$ cat config.mk
export PLATFORM = sky130hd
export DESIGN_NAME = seq_shift_add_mult
export DESIGN_NICKNAME = d
export VERILOG_FILES = /design/src/rtl/seq_mult_pkg.sv /design/src/rtl/mult_pp_step.sv /design/src/rtl/seq_shift_add_mult.sv
export SDC_FILE = /design/constraint.sdc
export NUM_CORES = 1
export LEC_CHECK = 0
export CAP_MARGIN = 20
export CELL_PAD_IN_SITES_DETAIL_PLACEMENT = 1
export CELL_PAD_IN_SITES_GLOBAL_PLACEMENT = 2
export CORE_MARGIN = 4
export CORE_UTILIZATION = 38
export DETAILED_ROUTE_END_ITERATION = 10
export HOLD_SLACK_MARGIN = 0.05
export PLACE_DENSITY = 0.92
export SLEW_MARGIN = 40
export SYNTH_ARGS = -nofsm -noshare
export SYNTH_HDL_FRONTEND = slang
export SYNTH_HIERARCHICAL = 1
export SYNTH_SLANG_ARGS = --single-unit
$ cat constraint.sdc
create_clock -name CLK -period 6.2 [get_ports CLK]
set_input_delay 1.24 -clock CLK [delete_from_list [all_inputs] [get_ports CLK]]
set_output_delay 1.24 -clock CLK [all_outputs]
set_load 0.02 [all_outputs]
$ cat src/rtl/seq_mult_pkg.sv
// Shared types and helpers for the sequential shift-add multiplier.
package seq_mult_pkg;

    // Operand width used when the top is instantiated without overrides.
    localparam int SEQ_MULT_N_DEF = 4;

    // Controller states: waiting, iterating over multiplier bits, result held.
    typedef enum logic [1:0] {
        IDLE = 2'd0,
        CALC = 2'd1,
        FIN  = 2'd2
    } state_e;

    // Extend the low n bits of v to 64 bits, sign-extending when sgn is set.
    // Callers truncate to 2N bits; operands are at most 32 bits wide.
    function automatic logic [63:0] seq_mult_ext(input logic [31:0] v,
                                                 input int          n,
                                                 input logic        sgn);
        logic [63:0] r;
        logic        fill;
        fill = sgn & v[n-1];
        r    = '0;
        for (int i = 0; i < 64; i++) begin
            r[i] = (i < n) ? v[i] : fill;
        end
        return r;
    endfunction

endpackage

$ cat src/rtl/mult_pp_step.sv
// One shift-add step: folds (pp << sh) into the accumulator when the
// current multiplier bit is set, subtracting instead for a signed MSB.
module mult_pp_step #(
    parameter int W  = 8,
    parameter int SW = 3
) (
    input  logic [W-1:0]  acc_i,
    input  logic [W-1:0]  pp_i,
    input  logic [SW-1:0] sh_i,
    input  logic          en_i,
    input  logic          sub_i,
    output logic [W-1:0]  acc_o
);

    logic [W-1:0] pp_sh;

    assign pp_sh = pp_i << sh_i;

    // Add or subtract the weighted partial product, modulo 2^W.
    always_comb begin
        acc_o = acc_i;
        if (en_i) begin
            acc_o = sub_i ? (acc_i - pp_sh) : (acc_i + pp_sh);
        end
    end

endmodule

$ cat src/rtl/seq_shift_add_mult.sv
// Sequential N x N -> 2N shift-add multiplier, one multiplier bit per clock,
// unsigned or two's-complement selected per operation, START/BUSY/DONE
// handshake. Optional macro SEQ_MULT_EARLY_TERM_EN finishes as soon as the
// remaining multiplier bits are all zero.
module seq_shift_add_mult
    import seq_mult_pkg::*;
#(
    parameter int N  = SEQ_MULT_N_DEF,
    parameter int CW = $clog2(N + 1)
) (
    input  logic           CLK,
    input  logic           RESET,
    input  logic           START,
    input  logic           SIGNED_MODE,
    input  logic [N-1:0]   PLICAND,
    input  logic [N-1:0]   PLIER,
    output logic           BUSY,
    output logic           DONE,
    output logic [2*N-1:0] PRODUCT,
    output logic [N-1:0]   M,
    output logic [N-1:0]   Q
);

    state_e         state_q, state_d;
    logic [CW-1:0]  cnt_q, cnt_d;
    logic [2*N-1:0] acc_q, acc_d;
    logic [2*N-1:0] prod_q, prod_d;
    logic [N-1:0]   m_q, m_d;
    logic [N-1:0]   q_q, q_d;
    logic           mode_q, mode_d;

    logic [2*N-1:0] mext;
    logic [2*N-1:0] acc_step;
    logic           last_bit;
    logic [N-1:0]   q_shr;
    logic           finish;

    assign mext     = (2*N)'(seq_mult_ext(32'(m_q), N, mode_q));
    assign last_bit = (cnt_q == CW'(N - 1));
    assign q_shr    = q_q >> 1;

`ifdef SEQ_MULT_EARLY_TERM_EN
    // A zero remainder contributes nothing further, including the signed MSB.
    assign finish = last_bit || (q_shr == '0);
`else
    assign finish = last_bit;
`endif

    mult_pp_step #(
        .W  (2 * N),
        .SW (CW)
    ) u_step (
        .acc_i (acc_q),
        .pp_i  (mext),
        .sh_i  (cnt_q),
        .en_i  (q_q[0]),
        .sub_i (mode_q & last_bit),
        .acc_o (acc_step)
    );

    // Next-state, operand latch and accumulate control.
    always_comb begin
        state_d = state_q;
        cnt_d   = cnt_q;
        acc_d   = acc_q;
        prod_d  = prod_q;
        m_d     = m_q;
        q_d     = q_q;
        mode_d  = mode_q;
        unique case (state_q)
            IDLE, FIN: begin
                if (START) begin
                    state_d = CALC;
                    m_d     = PLICAND;
                    q_d     = PLIER;
                    mode_d  = SIGNED_MODE;
                    acc_d   = '0;
                    cnt_d   = '0;
                end
            end
            CALC: begin
                acc_d = acc_step;
                q_d   = q_shr;
                cnt_d = cnt_q + CW'(1);
                if (finish) begin
                    prod_d  = acc_step;
                    state_d = FIN;
                end
            end
            default: state_d = IDLE;
        endcase
    end

    // State and datapath registers with asynchronous active-low reset.
    always_ff @(posedge CLK or negedge RESET) begin
        if (!RESET) begin
            state_q <= IDLE;
            cnt_q   <= '0;
            acc_q   <= '0;
            prod_q  <= '0;
            m_q     <= '0;
            q_q     <= '0;
            mode_q  <= 1'b0;
        end else begin
            state_q <= state_d;
            cnt_q   <= cnt_d;
            acc_q   <= acc_d;
            prod_q  <= prod_d;
            m_q     <= m_d;
            q_q     <= q_d;
            mode_q  <= mode_d;
        end
    end

    assign BUSY    = (state_q == CALC);
    assign DONE    = (state_q == FIN);
    assign PRODUCT = prod_q;
    assign M       = m_q;
    assign Q       = q_q;

endmodule

==> results of run 1 <==
==> flip-flops by register name, indices dropped and copies added (netlist names) <==
signal   flops
mode_q       1
acc_q        8
M            4
cnt_q        3
PRODUCT      8
state_q      2
Q            4
==> final cells by class <==
cell class / instances / area [sq um]
Timing Repair Buffer: 30 / 298
Clock buffer: 6 / 82.6
Inverter: 7 / 31.3
Fill cell: 695 / 3270
Clock inverter: 2 / 12.5
Multi-Input combinational cell: 185 / 1420
Tap cell: 75 / 93.8
Sequential cell: 30 / 751
==> layout by cell type, fill, tap and decap left out, types with 3 or more instances in the layout <==
master | synthesis | layout
dfrtp_1 | 30 | 30
clkdlybuf4s50_1 | 0 | 29
nand2_1 | 24 | 24
mux2_2 | 14 | 14
nor2_1 | 13 | 13
a21oi_1 | 13 | 13
o21ai_0 | 10 | 10
nand2b_1 | 9 | 9
a22o_1 | 9 | 9
ha_1 | 9 | 9
mux2_4 | 8 | 8
nor3_1 | 8 | 8
xnor2_1 | 8 | 8
nor2b_1 | 7 | 7
mux2i_1 | 7 | 7
inv_1 | 6 | 6
clkbuf_8 | 0 | 6
a21o_1 | 4 | 4
o32ai_1 | 4 | 4
and2_1 | 3 | 3
o22ai_1 | 3 | 3
xor2_1 | 3 | 3
==> metal layers <==
layer	vias up	GRT usage (%)	wire length, um
met3	7	3.14	186
met4	0	4.53	65
met5	-	0	0
met1	904	21.7	2620
met2	30	24.3	2550
li1	892	-	-
==> per-stage QoR <==
step,hold slack [ns],setup slack (ns),cells
2_1_floorplan,0.452,2.53,241
3_3_place_gp,0.495,1.82,327
3_5_place_dp,0.495,1.67,327
4_1_cts,0.522,1.65,335
5_1_grt,0.535,1.20,335
6_report,0.512,1.65,335
==> worst max-delay path by stage <==
| stage | depth (start not counted) | slack (ns) | startpoint | end |
|---|---|---|---|---|
| after detailed placement | 17 | 1.67 | cnt_q[0] | acc_q[5] |
| after CTS | 17 | 1.65 | cnt_q[0] | acc_q[5] |
| final | 17 | 1.65 | cnt_q[0] | acc_q[5] |
| after global placement | 17 | 1.82 | cnt_q[0] | acc_q[5] |
| after global routing | 18 | 1.20 | cnt_q[0] | acc_q[7] |
| after floorplan | 17 | 2.53 | cnt_q[0] | acc_q[5] |
==> logic make-up (layout without fill, tap and decap cells) <==
kind of cell,count (synthesis),in the layout
flip-flops,30,30
AND/OR/NAND/NOR,78,78
multiplexers,31,31
adder cells (fa/ha/maj),10,10
AO/OA/AOI/OAI,55,55
buffers and inverters,26,45
XOR/XNOR,11,11
==> worst register-to-register path: cells and delay by family (launching register included) <==
| family | cells | cell delay (ns) |
|---|---|---|
| and+or+nand+nor | 5 | 1.12 |
| AOI/OAI and AO/OA | 5 | 0.90 |
| adders and majority gates | 3 | 0.83 |
| DFF | 1 | 0.83 |
| muxes | 2 | 0.53 |
| buffers and inverters | 1 | 0.16 |
| xor gates and xnor gates | 1 | 0.07 |
==> out/qor.yml, run 1 <==
synth:
  syn_area_per_cell_sq_um: 9.69
  synth.top_cell.area_share_pct: 32.1
  syn_nets: 263
  synthAdderAreaFrac_pct: 5.68
  synth_top_family_by_area: "simple AND/OR/NAND/NOR gates"
  synth_compound_gate_area_share_pct: 16.6
  synth_cells: 241
  yosysSeqAreaShare_pct: 32.1
  muxShareOfSynthArea_pct: 16.5
  synth_top_cell_by_area: "dfrtp_1"
  async_flop_share_pct: 100
  yosys_most_used_dff: "dfrtp_1"
  synthTopCellsByCount: "dfrtp_1 (30), nand2_1 (24), mux2_2 (14)"
  synth_area_sq_um: 2340
  ys_seq_elements: 30
  yosysMostFrequentCell: "dfrtp_1"
  synthXorXnorAreaFrac_pct: 4.12
  yosys.area_share.simple_pct: 17.9
  synth_warnings: 6
  yosys.cell_types.count: 48
  synth_edf_count: 0
  ys_top_cells_by_area: "dfrtp_1 (32%), mux2_2 (6.7%), mux2_4 (5.1%)"
placed_design:
  io_buffers: 29
  dpl.hpwl_um: 3940
  gp_congestion: 0.815
  placed_area_sq_um: 2590
layout:
  area_growth_pct: 15.1
  utilization_pct: 45.1
  nNetsFinal: 281
  drive_gt1_share_pct: 15.0
  finalInstanceArea_sq_um: 2690
  diodes: 0
die:
  initial_utilization_pct: 39.2
  coreArea_sq_um: 5960
  die_y_um: 86.4
  fp-row-count: 28
  ios: 30
  dieArea_sq_um: 7470
  fp.dieW_um: 86.4
sta:
  skew_ns: 0.0104
  slew_viol_final: 0
  setup_tns_ns: 0
  setup_viol: 0
  relSlewSlack_pct: 48.6
  worst_pin_slew_ns: 0.771
  fmax_mhz: 220
  rsz0062_at_grt: "false"
  finalCritPeriodShare_pct: 73.4
  finalHoldViolations: 0
  period_minus_slack_ns: 4.55
critical_path:
  reg2reg_slack_ns: 1.65
  critical_path_arrival_ns: 4.72
  cpLargestDelayFamily: "simple AND/OR/NAND/NOR gates"
  worstSetupPathType: "flip-flop to flip-flop"
  path_max_fanout: 24
  worstSetupEndpointType: "flip-flop"
  path_cells: "ha_1, ha_1, and2_1, inv_1, nand2_1, a32oi_1, or3_1, ha_1, nor2b_1, o21ai_0, a21boi_0, o21ai_0, nor2b_1, xnor2_1, mux2_2, mux2_2, a22o_1"
  r2r_end: "acc_q[5]"
  cp_slowest_stage_delay_ns: 0.83
  worstPathBufferInverterCount: 1
  rr_startpoint: "cnt_q[0]"
  worst_setup_path_start_kind: "flip-flop"
  critPathSlowestCell: "dfrtp_1"
  cp_common_cell: "ha_1"
  cp.required_ns: 6.37
  rr_worst_depth: 17
grt:
  grt_antenna_before_repair: 0
  grt_max_degree: 31
  grt_pass1_vias: 1873
  gr-total-overflow: 0
  grt_pass1_wl_um: 9280
  gr-usage-all-layers_pct: 15.5
min_path:
  worstHoldPathCells: 1
  hold_class: "flip-flop to flip-flop"
  holdPathEnd: "PRODUCT[3]"
  hold_path.startpoint: "PRODUCT[3]"
detailed_routing:
  wire_per_inst_um: 16.2
  drc: 0
  vias: 1833
  drt_pass1_iterations: 4
  drt_iter0_drc: 69
  drtAntennaViolNets: 0
  avgViaCountPerCell: 5.47
  drt_wl_total_um: 5420
clocking:
  cts.sinks: 30
  cts_tree: "yes"
  insertion_delay_ns: 0.28
  h-tree-depth: 2
  cts_setup_buffers: 0
  cts.root.buffer_cell: "clkbuf_8"
  numCtsBuffers: 5
  path_clk_slew_ns: 0.07
  cts_hold_buf: 0
  clk_path_buf_depth: 2
  cts_resized: 0
run_status:
  status: "complete, no violations"
flow_run:
  maxCapViolations: 0
Power of run 1 is not shown: default switching activity piles up to over one toggle a cycle in this logic, so the estimate is an artifact.
==> run 2: changes to the inputs <==
Settings changed: CORE_UTILIZATION 38 to 35, PLACE_DENSITY 0.92 to 0.86.
Clock period 6.2 ns to 4.4 ns, I/O delays scaled along.
==> run 2 against run 1 <==
  * Setup slack lost 1.3 ns
  * Critical path depth is the same
  * Core utilization shrank 2.9 points
==> out/qor.yml, run 2 (synthesized netlist as in run 1, its figures left out) <==
run_status:
  status: "complete, no violations"
critical_path:
  r2r_end: "acc_q[5]"
  critPathSlowestCell: "dfrtp_1"
  cp.required_ns: 4.58  # -1.79 ns
  reg2reg_slack_ns: 0.34  # -1.31 ns
  worst_setup_path_start_kind: "flip-flop"
  critical_path_arrival_ns: 4.25  # -0.47 ns
  path_max_fanout: 7  # -71%
  cp_common_cell: "ha_1"
  cp_slowest_stage_delay_ns: 0.46  # -0.37 ns
  worstSetupEndpointType: "flip-flop"
  path_cells: "ha_1, ha_1, and2_1, inv_1, nand2_1, a32oi_1, or3_1, ha_1, nor2b_1, o21ai_0, a21boi_0, o21ai_1, nor2b_1, xnor2_1, mux2_2, mux2_2, a22o_1"
  rr_worst_depth: 17  # unchanged
  rr_startpoint: "cnt_q[1]"
  worstSetupPathType: "flip-flop to flip-flop"
sta:
  worst_pin_slew_ns: 0.715  # -0.0562 ns
  rsz0062_at_grt: "false"
  skew_ns: 0.00800  # -0.00238 ns
  period_minus_slack_ns: 4.06  # -0.485 ns
  setup_tns_ns: 0  # unchanged
  hold_ws_ns: 0.513  # +0.000645 ns
  fmax_mhz: 246  # +12%
  finalHoldViolations: 0  # unchanged
  slew_viol_final: 0  # unchanged
  setup_viol: 0  # unchanged
  relSlewSlack_pct: 52.4  # +3.7 points
  finalCritPeriodShare_pct: 92.4  # +19 points
detailed_routing:
  drtAntennaViolNets: 0  # unchanged
  drt_iter0_drc: 79  # +14%
  drt_pass1_iterations: 4  # unchanged
  avgViaCountPerCell: 5.36  # -2.0%
  wire_per_inst_um: 16.2  # about the same
  drc: 0  # unchanged
  drt_wl_total_um: 5520  # +1.8%
  vias: 1829  # -0.22%
die:
  coreArea_sq_um: 6420  # +7.8%
  fp.dieW_um: 89.7  # +3.8%
  die_y_um: 89.7  # +3.8%
  fp-row-count: 29  # +3.6%
  dieArea_sq_um: 8050  # +7.8%
  initial_utilization_pct: 36.4  # -2.9 points
  ios: 30  # unchanged
layout:
  drive_gt1_share_pct: 16.7  # +1.7 points
  final_cell_mix: "dfrtp_1 (30), clkdlybuf4s50_1 (28), nand2_1 (24), mux2_2 (14)"
  layout_commonest_cell: "dfrtp_1"
  diodes: 0  # unchanged
  area_growth_pct: 16.2
  nNetsFinal: 285  # +1.4%
  utilization_pct: 42.3  # -2.9 points
placed_design:
  gp_congestion: 0.758  # -7.0%
  dpl.hpwl_um: 4150  # +5.3%
  io_buffers: 29  # unchanged
clocking:
  path_clk_slew_ns: 0.07  # about the same
  cts.sinks: 30  # unchanged
  numCtsBuffers: 5  # unchanged
  insertion_delay_ns: 0.29  # about the same
  h-tree-depth: 2  # unchanged
  cts.root.buffer_cell: "clkbuf_8"
  clk_path_buf_depth: 2  # unchanged
  cts_tree: "yes"
  cts_hold_buf: 0  # unchanged
min_path:
  worstHoldPathCells: 1  # unchanged
  holdPathEnd: "PRODUCT[4]"
  hold_class: "flip-flop to flip-flop"
  hold_path.startpoint: "PRODUCT[4]"
grt:
  grt_pass1_vias: 1823  # -2.7%
  grt_pass1_wl_um: 9160  # -1.3%
  gr-total-overflow: 0  # unchanged
  gr-usage-all-layers_pct: 14.8  # -0.75 points
  grt_max_degree: 24  # -23%
  grt_antenna_before_repair: 0  # unchanged
flow_run:
  maxCapViolations: 0  # unchanged
run 2: cell types whose count changed in the layout (fill, tap and decap cells not counted), sizes merged:
cell           delta
buf               +5
clkdlybuf4s50     -1
run 2: layer usage:
| layer | vias up | GRT usage, % | part of all wire [%] |
|---|---|---|---|
| met5 | - | 0 | 0 |
| met4 | 0 | 2.84 | 0.56 |
| met3 | 4 | 3.28 | 3.3 |
| met2 | 34 | 25.8 | 51 |
| met1 | 899 | 18.8 | 45 |
| li1 | 892 | - | - |
run 2: layout make-up:
cell class                      count  area (sq um)
Clock buffer                        6          82.6
Inverter                            7          31.3
Clock inverter                      2          12.5
Tap cell                           77          96.3
Fill cell                         727          3710
Sequential cell                    30           751
Multi-Input combinational cell    185          1420
Timing Repair Buffer               34           323
run 2: metrics by stage:
| stage | instance area [sq um] | instances | setup WS (ns) |
|---|---|---|---|
| detailed placement | 2620 | 333 | 0.293 |
| finish | 2720 | 341 | 0.335 |
| global route | 2720 | 341 | 0.0316 |
| floorplan | 2340 | 241 | 0.728 |
| CTS | 2720 | 341 | 0.284 |
| global placement | 2630 | 333 | 0.482 |
run 2: how the worst max path moves through the flow:
| stage | startpoint | to | slack, ns | depth (start not counted) |
|---|---|---|---|---|
| finish | cnt_q[1] | acc_q[5] | 0.34 | 17 |
| global route | cnt_q[1] | acc_q[7] | 0.03 | 18 |
| CTS | cnt_q[1] | acc_q[5] | 0.28 | 17 |
| detailed placement | cnt_q[1] | acc_q[5] | 0.29 | 17 |
| global placement | cnt_q[1] | acc_q[5] | 0.48 | 17 |
| floorplan | cnt_q[0] | acc_q[5] | 0.73 | 17 |
run 2: critical path, delay by kind of cell, from the launching register on:
kind / cells / cell delay, ns
buffers and inverters: 1 / 0.16
muxes: 2 / 0.54
and+or+nand+nor: 5 / 1.06
adders and majority gates: 3 / 0.75
xor gates and xnor gates: 1 / 0.09
DFF: 1 / 0.46
AOI/OAI and AO/OA: 5 / 0.91
run 2: what timing repair did:
item,4_1_cts,5_1_grt
endpoints found under the setup margin,0,2
resized for setup,0,1
setup buffers,0,0
Power of run 2 is left out for the same reason.
